$ cat config.mk
export PLATFORM = sky130hd
export DESIGN_NAME = mux_scan_sequencer
export DESIGN_NICKNAME = d
export VERILOG_FILES = /design/src/rtl/mux_scan_pkg.sv /design/src/rtl/scan_dwell_counter.sv /design/src/rtl/mux_scan_sequencer.sv
export SDC_FILE = /design/constraint.sdc
export NUM_CORES = 1
export LEC_CHECK = 0
export CAP_MARGIN = 20
export CORE_UTILIZATION = 28
export DETAILED_ROUTE_END_ITERATION = 6
export PLACE_DENSITY = 0.44
export SETUP_SLACK_MARGIN = 0.3
export SLEW_MARGIN = 20
export SYNTH_ARGS = -nofsm -noshare
export SYNTH_HDL_FRONTEND = slang
export SYNTH_SLANG_ARGS = --single-unit
$ cat constraint.sdc
create_clock -name clk -period 4.5 [get_ports clk]
set_clock_uncertainty 0.1 [all_clocks]
set_input_delay 1.125 -clock clk [delete_from_list [all_inputs] [get_ports clk]]
set_output_delay 1.125 -clock clk [all_outputs]
set_load 0.02 [all_outputs]
$ cat src/rtl/mux_scan_pkg.sv
// -----------------------------------------------------------------------------
// mux_scan_pkg
// Shared definitions for the mux scan sequencer: FSM state encoding, channel
// count and select width.
// -----------------------------------------------------------------------------
package mux_scan_pkg;

  localparam int NUM_CH = 4;
  localparam int SEL_W  = 2;

  typedef enum logic [1:0] {
    IDLE   = 2'd0,
    SETTLE = 2'd1,
    SAMPLE = 2'd2,
    DONE   = 2'd3
  } state_e;

endpackage : mux_scan_pkg

$ cat src/rtl/scan_dwell_counter.sv
// -----------------------------------------------------------------------------
// scan_dwell_counter
// CNT_W-bit up counter that times the settle interval on each mux channel.
// Ports:
//   clk      rising-edge clock
//   rst      asynchronous active-high reset (clears the count)
//   clear_i  synchronous clear, has priority over enable_i
//   enable_i count up by one this cycle
//   term_o   high while the count equals DWELL-1 (last settle cycle)
// -----------------------------------------------------------------------------
module scan_dwell_counter #(
  parameter int CNT_W = 3,
  parameter int DWELL = 4
) (
  input  logic clk,
  input  logic rst,
  input  logic clear_i,
  input  logic enable_i,
  output logic term_o
);

  logic [CNT_W-1:0] cnt_q;
  logic [CNT_W-1:0] cnt_d;

  // Next count: clear wins over enable, otherwise hold.
  always_comb begin
    cnt_d = cnt_q;
    if (clear_i) begin
      cnt_d = '0;
    end else if (enable_i) begin
      cnt_d = cnt_q + {{(CNT_W-1){1'b0}}, 1'b1};
    end else begin
      cnt_d = cnt_q;
    end
  end

  // Count register.
  always_ff @(posedge clk or posedge rst) begin
    if (rst) begin
      cnt_q <= '0;
    end else begin
      cnt_q <= cnt_d;
    end
  end

  assign term_o = (cnt_q == CNT_W'(DWELL - 1));

endmodule : scan_dwell_counter

$ cat src/rtl/mux_scan_sequencer.sv
// -----------------------------------------------------------------------------
// mux_scan_sequencer
// Walks the select lines of an external 4:1 mux through channels 0..3, waits
// DWELL settle cycles on each, samples mux_out once per channel and publishes
// the four bits as one word with a single-cycle valid strobe.
//
// Parameters:
//   DWELL  settle cycles per channel, legal range 1..(2**CNT_W - 1)
//   CNT_W  width of the dwell counter
//
// Ports:
//   clk      rising-edge clock
//   rst      asynchronous active-high reset
//   start    scan request, only looked at in IDLE
//   mux_out  data output of the 4:1 mux (synchronous to clk)
//   s0, s1   registered mux select, {s1,s0} = current channel
//   word     assembled result, word[i] = mux_out sampled on channel i
//   valid    one-cycle strobe, coincident with the word update
//   busy     high while a scan is in progress
//
// Build option:
//   MUX_SCAN_CONTINUOUS_EN  when defined, DONE loops straight back to SETTLE on
//                           channel 0 so scanning repeats forever after the
//                           first start; only rst returns the block to IDLE.
// -----------------------------------------------------------------------------
module mux_scan_sequencer
  import mux_scan_pkg::*;
#(
  parameter int DWELL = 4,
  parameter int CNT_W = 3
) (
  input  logic       clk,
  input  logic       rst,
  input  logic       start,
  input  logic       mux_out,
  output logic       s0,
  output logic       s1,
  output logic [3:0] word,
  output logic       valid,
  output logic       busy
);

  state_e              state_q;
  state_e              state_d;
  logic [SEL_W-1:0]    sel_q;
  logic [SEL_W-1:0]    sel_d;
  logic [NUM_CH-1:0]   shadow_q;
  logic [NUM_CH-1:0]   shadow_d;
  logic [NUM_CH-1:0]   word_q;
  logic [NUM_CH-1:0]   word_d;
  logic                valid_q;
  logic                valid_d;
  logic                busy_q;
  logic                busy_d;
  logic                dwell_done_s;

  // The counter only runs in SETTLE; every other state holds it at zero so
  // each channel starts its settle interval from a clean count.
  scan_dwell_counter #(
    .CNT_W (CNT_W),
    .DWELL (DWELL)
  ) u_dwell (
    .clk      (clk),
    .rst      (rst),
    .clear_i  (state_q != SETTLE),
    .enable_i (state_q == SETTLE),
    .term_o   (dwell_done_s)
  );

  // Next-state, select, shadow and registered-output logic.
  always_comb begin
    state_d  = state_q;
    sel_d    = sel_q;
    shadow_d = shadow_q;

    case (state_q)
      IDLE: begin
        if (start) begin
          state_d = SETTLE;
        end else begin
          state_d = IDLE;
        end
      end
      SETTLE: begin
        if (dwell_done_s) begin
          state_d = SAMPLE;
        end else begin
          state_d = SETTLE;
        end
      end
      SAMPLE: begin
        shadow_d[sel_q] = mux_out;
        if (sel_q == SEL_W'(NUM_CH - 1)) begin
          // Select stays on the last channel through DONE.
          state_d = DONE;
        end else begin
          sel_d   = sel_q + {{(SEL_W-1){1'b0}}, 1'b1};
          state_d = SETTLE;
        end
      end
      DONE: begin
        sel_d = '0;
`ifdef MUX_SCAN_CONTINUOUS_EN
        state_d = SETTLE;
`else
        state_d = IDLE;
`endif
      end
      default: begin
        sel_d   = '0;
        state_d = IDLE;
      end
    endcase

    // Outputs are registered from the next state so valid and the new word
    // appear together in the DONE cycle itself.
    valid_d = (state_d == DONE);
    if (state_d == DONE) begin
      word_d = shadow_d;
    end else begin
      word_d = word_q;
    end
`ifdef MUX_SCAN_CONTINUOUS_EN
    busy_d = (state_d != IDLE);
`else
    busy_d = (state_d == SETTLE) || (state_d == SAMPLE);
`endif
  end

  // State, select, shadow and output registers.
  always_ff @(posedge clk or posedge rst) begin
    if (rst) begin
      state_q  <= IDLE;
      sel_q    <= '0;
      shadow_q <= '0;
      word_q   <= '0;
      valid_q  <= 1'b0;
      busy_q   <= 1'b0;
    end else begin
      state_q  <= state_d;
      sel_q    <= sel_d;
      shadow_q <= shadow_d;
      word_q   <= word_d;
      valid_q  <= valid_d;
      busy_q   <= busy_d;
    end
  end

  assign s0    = sel_q[0];
  assign s1    = sel_q[1];
  assign word  = word_q;
  assign valid = valid_q;
  assign busy  = busy_q;

endmodule : mux_scan_sequencer

==> results.cfg, run 1 <==
[status]
outcome = finished, final reports clean

[detailed_routing]
routed_via_density = 4.40
routedWlPerCell_um = 11.9
ant_nets = 0
dr.pass1.iters = 4
dr_wl_met2_um = 496
wl_met1_um = 624
drt_first_iter_violations = 5
dr_total_vias = 449
wl_mm = 1.21
drc = 0
met3_length_um = 82
top_layer_used = met4

[setup_path]
crit_chain = clkdlybuf4s50_1
worstSetupPathType = reg -> out
critPathLaunchType = flip-flop
crit_family = buffers and inverters
cp.arrival_ps = 1370
worst-path-buf-inv = 1
crit_fanout = 6
worstSetupEndpointType = output pin
slowest_delay_ps = 640
critical-path-slowest-cell = clkdlybuf4s50_1
crit_required_ps = 3270

[placed_design]
port_buffers = 11
post_dp_cell_area_um2 = 918
place_hpwl_um = 896
place_congestion = 0.628

[finish]
final_layout_size_suffix_gt1_frac = 0.181
final_area_um2 = 946
area_delta_synth_final_pct = 21.5
layout_commonest_cell = dfrtp_1
final_cell_mix = dfrtp_1 (17), clkdlybuf4s50_1 (11), ha_1 (8)
diodes = 0
final_net_count = 85

[worst_hold_path]
worstHoldPathType = reg -> reg

[timing]
setup_tns_ps = 0
tightest_slew_ps = 648
setup_violations = 0
fmax_ghz = 0.386
hold_viol = 0
relSlewSlack = 0.567
period_needed_ps = 2590
post-route-period-util = 0.576
slew_viol_final = 0
rsz0062_at_grt = no

[power]
pwr-share-clk = 0.138
p_leak_uw = 0.000463
peakVddDrop_mv = 0.285
seq_power_share = 0.439
comb_power_share = 0.423
switching_share = 0.357
p_switching_uw = 207
intPower_uw = 373
p_per_area_nw_per_um2 = 613

[synth]
synth_top_family_by_area = multiplexers
yosys.area_share.simple = 0.0965
ys_warn_count = 0
synthXorXnorAreaFrac = 0
synth.top_cell.area_share = 0.547
yosysSeqAreaShare = 0.547
synth_cell_types = 15
syn_nets = 70
synth-compound-area-share = 0.0498
synthMuxAreaShare = 0.135
synthTopCellsByArea = dfrtp_1 (55%), ha_1 (13%), mux2_4 (7.7%)
synth_top_area_cell = dfrtp_1
ys_ff_latch = 17
syn_area_per_cell_um2 = 13.4
synth_fa_ha_area_frac = 0.129
synth_area_um2 = 778
netlist_instances = 58

[global_route]
grt_pass1_wl_mm = 1.84
grt_max_degree = 18
track_usage = 0.0949
antenna_found_initial = 0
grt-ovfl-total = 0
grt_pass1_vias = 391

[cts]
clock_latency_ps = 280
cts_made_buffers = 3
cts_sinks = 17
cts_tree = built
cts_root_buf = clkbuf_4
clk_pin_slew_ps = 100
cts-resized-gates = 0
cts_htree_levels = 1
post_cts_buffers = 0
cts_hold_buf = 0
clockBufferDepth = 2

[floorplan]
start_util = 0.306
die-area_um2 = 2990
die_w_um = 54.7
num_io_pins = 12
die_y_um = 54.7
fp.coreArea_um2 = 2540
rows = 18

[run]
cap_viol_max_count = 0
[area by class of cell]
cell class | instances | area [µm²]
Fill cell | 256 | 1600
Sequential cell | 17 | 425
Multi-Input combinational cell | 33 | 319
Timing Repair Buffer | 11 | 110
Tap cell | 30 | 37.5
Inverter | 7 | 26.3
Clock buffer | 3 | 22.5
Clock inverter | 1 | 5.00
[metrics by stage]
stage	hold WS (ps)	setup slack [ps]	util	cells	power, µW
finish	341	1910	0.372	102	580
global route	353	1840	0.372	102	626
CTS	344	1880	0.372	102	594
detailed placement	329	1740	0.361	98	508
global placement	322	1760	0.361	98	511
floorplan	310	2340	-	58	409
[state kept, by name (all words and copies together) (netlist names)]
register	count
valid	1
shadow_q	4
busy	1
state_q	2
word	4
u_dwell.cnt_q	3
sel_q	2
[metal layers]
metal / vias to the layer above / global-route usage
met1: 210 / 0.117
met2: 12 / 0.131
met4: 0 / 0.0256
met3: 2 / 0.0667
met5: - / 0
li1: 225 / -
[power groups by stage]
stage / clock network [µW] / registers, µW / logic [µW]
4_1_cts: 88.0 / 256 / 250
3_3_place_gp: 0 / 260 / 251
5_1_grt: 92.2 / 264 / 270
6_report: 79.7 / 254 / 245
2_1_floorplan: 0 / 288 / 122
3_5_place_dp: 0 / 260 / 248
[synth_stat cells]
cell      number
o22ai_1        2
a32o_1         1
mux2_4         4
mux2_2         4
ha_1           8
o21ai_0        2
nand3b_1       3
buf_4          1
or2b_1         1
nor2_1         5
dfrtp_1       17
a31oi_1        1
and2_1         1
inv_1          7
nand3b_4       1
[cell families (layout without fill, tap and decap cells)]
kind of cell	after synthesis	in the layout
AO/OA/AOI/OAI	6	6
AND/OR/NAND/NOR	11	11
buffers and inverters	8	22
adder cells (fa/ha/maj)	8	8
multiplexers	8	8
flip-flops	17	17
[worst paths after layout]
path                             startpoint                to  slack, ps  depth (start not counted)
max                                sel_q[0]                s0       1910                          1
max in group asynchronous               rst       shadow_q[0]       2770                          2
min reg2reg                u_dwell.cnt_q[0]  u_dwell.cnt_q[0]        340                          1
min                        u_dwell.cnt_q[0]  u_dwell.cnt_q[0]        340                          1
max reg2reg                      state_q[1]           word[3]       2440                          4
min in group asynchronous               rst           word[3]       1120                          2
Power figures use the tool's default switching activity.
==> run 2: changes to the inputs <==
==> constraint.sdc (replaced) <==
create_clock -name clk -period 2.4 [get_ports clk]
set_clock_uncertainty 0.1 [all_clocks]
set_input_delay 0.6 -clock clk [delete_from_list [all_inputs] [get_ports clk]]
set_output_delay 0.6 -clock clk [all_outputs]
set_load 0.02 [all_outputs]
==> run 2 against run 1 <==
  * Non-clock buffer count up 2
  * Flip-flop and latch count is the same
  * Cell area grew 2.2%
  * Total power rose by 91%
  * Largest power group is now combinational logic
  * Final cell count up 2.0%
  * Highest routed layer unchanged
  * First-iteration DRC count up 60%
  * Sequential share of layout area shrank 0.86 points
  * Sequential power up 84%
==> results.cfg, run 2 (synthesized netlist as in run 1, its figures left out) <==
[power]
peakVddDrop_mv = 0.523
p_per_area_nw_per_um2 = 1140
p_leak_uw = 0.000505

[global_route]
grt_max_degree = 18
track_usage = 0.109
grt_pass1_vias = 462
grt_pass1_wl_mm = 2.13
antenna_found_initial = 0
grt-ovfl-total = 0

[cts]
post_cts_buffers = 0
cts_made_buffers = 3
clk_pin_slew_ps = 100
cts-resized-gates = 0
cts_hold_buf = 0
cts_htree_levels = 1
clock_latency_ps = 290
cts_tree = built
clockBufferDepth = 2
cts_root_buf = clkbuf_4
cts_sinks = 17

[worst_hold_path]
worstHoldPathType = reg -> reg

[detailed_routing]
wl_mm = 1.28
dr.pass1.iters = 2
drc = 0
routedWlPerCell_um = 12.3
dr_total_vias = 448
routed_via_density = 4.31
drt_first_iter_violations = 8
ant_nets = 0

[timing]
relSlewSlack = 0.558
rsz0062_at_grt = no
period_needed_ps = 1950
slew_viol_final = 0
post-route-period-util = 0.813
fmax_ghz = 0.512
tightest_slew_ps = 662
setup_tns_ps = 0
layout_setup_ws_ps = 448
setup_violations = 0
hold_viol = 0

[floorplan]
rows = 18
start_util = 0.306
die_w_um = 54.7
fp.coreArea_um2 = 2540
die_y_um = 54.7
num_io_pins = 12
die-area_um2 = 2990

[setup_path]
cp.arrival_ps = 1250
worstSetupPathType = reg -> out
crit_chain = clkdlybuf4s50_1
crit_fanout = 2
critical-path-slowest-cell = clkdlybuf4s50_1
slowest_delay_ps = 600
worst-path-buf-inv = 1
crit_required_ps = 1700
worstSetupEndpointType = output pin
critPathLaunchType = flip-flop
crit_family = buffers and inverters

[finish]
layout_commonest_cell = dfrtp_1
area_delta_synth_final_pct = 24.3
final_layout_size_suffix_gt1_frac = 0.216
final_net_count = 87
diodes = 0
final_cell_mix = dfrtp_1 (16), clkdlybuf4s50_1 (9), ha_1 (8)

[status]
outcome = finished, final reports clean

[placed_design]
place_congestion = 0.642
port_buffers = 11
place_hpwl_um = 897
post-place-ws_ps = 163

[run]
cap_viol_max_count = 0
## run 2: cell count changes in the layout (fill, tap and decap cells not counted)
cell,previous run,this run
buf_4,0,2
dlymetal6s2s_1,0,2
clkdlybuf4s50_1,11,9
dfrtp_2,0,1
dfrtp_1,17,16
## run 2: layout make-up
class / instances / area, µm²
Clock buffer: 3 / 22.5
Tap cell: 30 / 37.5
Sequential cell: 17 / 427
Timing Repair Buffer: 13 / 130
Inverter: 7 / 26.3
Multi-Input combinational cell: 33 / 319
Fill cell: 265 / 1580
Clock inverter: 1 / 5.00
## run 2: layer usage
metal / share of wire / GRT usage / vias up
met1: 0.51 / 0.141 / 208
li1: - / - / 226
met5: 0 / 0 / -
met4: 0.018 / 0.0641 / 0
met3: 0.051 / 0.0333 / 4
met2: 0.42 / 0.157 / 10
## run 2: where the power goes
group          switching (µW)  internal [µW]
registers                70.7            397
logic                     235            249
clock network            91.1           61.9
## run 2: path summary, 6_finish.rpt
kind	start	to	slack (ps)	cells after the start
max	word[0]	word[0]	450	1
min	u_dwell.cnt_q[0]	u_dwell.cnt_q[0]	330	1
max reg2reg	u_dwell.cnt_q[0]	word[2]	490	5
min reg2reg	u_dwell.cnt_q[0]	u_dwell.cnt_q[0]	330	1
max in group asynchronous	rst	state_q[0]	1150	2
min in group asynchronous	rst	busy	590	2
## run 2: stage by stage
step / hold slack [ps] / util / instances / power (µW) / area (µm²)
after floorplan: 310 / - / 58 / 768 / 778
after global placement: 323 / 0.367 / 100 / 970 / 933
after detailed placement: 323 / 0.367 / 100 / 963 / 933
after CTS: 339 / 0.378 / 104 / 1130 / 961
after global routing: 352 / 0.380 / 104 / 1210 / 967
final: 334 / 0.380 / 104 / 1100 / 967
==> run 3: changes to the inputs <==
--- a/config.mk
+++ b/config.mk
@@ -8,7 +8,7 @@
 export CAP_MARGIN = 20
 export CORE_UTILIZATION = 28
 export DETAILED_ROUTE_END_ITERATION = 6
-export PLACE_DENSITY = 0.44
+export PLACE_DENSITY = 0.46
 export SETUP_SLACK_MARGIN = 0.3
 export SLEW_MARGIN = 20
 export SYNTH_ARGS = -nofsm -noshare
==> constraint.sdc (replaced) <==
create_clock -name clk -period 1.64 [get_ports clk]
set_clock_uncertainty 0.1 [all_clocks]
set_input_delay 0.41 -clock clk [delete_from_list [all_inputs] [get_ports clk]]
set_output_delay 0.41 -clock clk [all_outputs]
set_load 0.02 [all_outputs]
==> run 3 against run 2 <==
  * Non-clock buffer count is 12 higher
  * The run now ends with setup timing left
  * Register-to-register slack worse by 510 ps
  * Hold slack hardly changed
  * Critical endpoint is now word[2]
  * Global-route usage is 0.71 points higher
  * Final cell count is 12% higher
  * Cell area is 23% higher
  * Via count is 12% higher
==> results.cfg, run 3 (synthesized netlist as in run 1, its figures left out) <==
[status]
outcome = finished, violations left
violations = setup timing

[timing]
setup_tns_ps = -65.9
layout_setup_ws_ps = -20.5
period_needed_ps = 1660
slew_viol_final = 0
hold_viol = 0
fmax_ghz = 0.602
post-route-period-util = 1.01
tightest_slew_ps = 225
rsz0062_at_grt = yes
setup_violations = 4
relSlewSlack = 0.850

[finish]
layout.cells.non_filler = 116
diodes = 0
final_net_count = 99
final_layout_size_suffix_gt1_frac = 0.581
final_cell_mix = dfrtp_1 (15), buf_4 (12), buf_6 (10)
layout_commonest_cell = dfrtp_1
area_delta_synth_final_pct = 52.6

[detailed_routing]
routedWlPerCell_um = 12.1
dr.pass1.iters = 3
routed_via_density = 4.34
dr_total_vias = 503
wl_mm = 1.41
ant_nets = 0
drc = 0
drt_first_iter_violations = 1

[floorplan]
die-area_um2 = 2990
start_util = 0.306
num_io_pins = 12
rows = 18
die_y_um = 54.7
die_w_um = 54.7
fp.coreArea_um2 = 2540

[global_route]
track_usage = 0.116
antenna_found_initial = 0
grt_pass1_wl_mm = 2.30
grt_pass1_vias = 492
grt_max_degree = 18
grt-ovfl-total = 0

[power]
p_per_area_nw_per_um2 = 1790
p_leak_uw = 0.000564
seq_power_share = 0.337
comb_power_share = 0.560
pwr-share-clk = 0.103
peakVddDrop_mv = 0.864
intPower_uw = 1380
p_switching_uw = 749
switching_share = 0.352

[cts]
cts_hold_buf = 0
cts_htree_levels = 1
clock_latency_ps = 280
clockBufferDepth = 2
clk_pin_slew_ps = 90
cts_tree = built
cts_sinks = 17
cts_made_buffers = 3
cts_root_buf = clkbuf_4

[worst_hold_path]
worstHoldPathType = in -> async

[setup_path]
critPathLaunchType = flip-flop
worstSetupPathType = reg -> reg
reg2reg_slack_ps = -20
crit_fanout = 4
slowest_delay_ps = 400
critical-path-top-cell-by-count = ha_4
cp.arrival_ps = 1740
critical-path-slowest-cell = dfrtp_1
worstSetupEndpointType = flip-flop
crit_chain = ha_2 -> ha_4 -> o22ai_4 -> ha_4 -> mux2_4
crit_required_ps = 1720

[placed_design]
placed_cells = 104
place_congestion = 0.674
place_hpwl_um = 909
port_buffers = 11

[run]
cap_viol_max_count = 0
==> run 3: cell types whose count changed in the layout (fill, tap and decap cells not counted), moves of 3 or more <==
cell,before,now
buf_4,2,12
buf_6,0,10
ha_1,8,1
clkdlybuf4s50_1,9,3
ha_4,0,5
inv_1,7,3
mux2_2,4,0
mux2_4,4,8
inv_2,0,3
==> run 3: final cells by class <==
type                            instances  area (µm²)
Fill cell                             236        1360
Multi-Input combinational cell         33         434
Sequential cell                        17         428
Timing Repair Buffer                   25         233
Tap cell                               30        37.5
Inverter                                7        28.8
Clock buffer                            4        26.3
==> run 3: stage by stage <==
stage / util / setup WS (ps) / hold slack (ps) / power, µW / instance area [µm²]
final: 0.467 / -20.5 / 333 / 2130 / 1190
after global routing: 0.467 / -78.7 / 363 / 2310 / 1190
after CTS: 0.427 / -24.9 / 325 / 1950 / 1090
after detailed placement: 0.394 / -193 / 323 / 1570 / 1000
after global placement: 0.394 / -181 / 318 / 1570 / 1000
after floorplan: - / -82.3 / 236 / 1210 / 822
==> run 3: worst paths after layout <==
check                                 start               end  cells after the start
max                        u_dwell.cnt_q[0]           word[2]                      5
min                                     rst              busy                      3
max reg2reg                u_dwell.cnt_q[0]           word[2]                      5
min reg2reg                u_dwell.cnt_q[0]  u_dwell.cnt_q[0]                      1
max in group asynchronous               rst          sel_q[1]                      3
min in group clk           u_dwell.cnt_q[0]  u_dwell.cnt_q[0]                      1
==> run 3: per-layer routing <==
metal | vias to the layer above | global-route usage | wire, µm
li1 | 252 | - | -
met1 | 239 | 0.157 | 707
met2 | 10 | 0.169 | 622
met3 | 2 | 0.0500 | 61
met4 | 0 | 0.0256 | 16
met5 | - | 0 | 0
==> run 3: worst max-delay path, delay by kind of cell (launching register included) <==
kind / cells / cell delay [ps]
adder cells (fa/ha/maj): 3 / 570
AO/OA/AOI/OAI: 1 / 190
flip-flops: 1 / 400
multiplexers: 1 / 300
==> run 3: power groups by stage <==
stage | sequential (µW) | combinational, µW | clock, µW
6_report | 717 | 1190 | 220
5_1_grt | 739 | 1320 | 251
4_1_cts | 693 | 1020 | 236
3_5_place_dp | 686 | 881 | 0
3_3_place_gp | 683 | 887 | 0
2_1_floorplan | 799 | 415 | 0
==> run 3: timing repair <==
action	4_1_cts	5_1_grt
buffers inserted	4	4
cloned	0	0
pin swaps	3	3
hold endpoints to repair	0	0
resized for setup	51	18
setup endpoints to repair	15	21
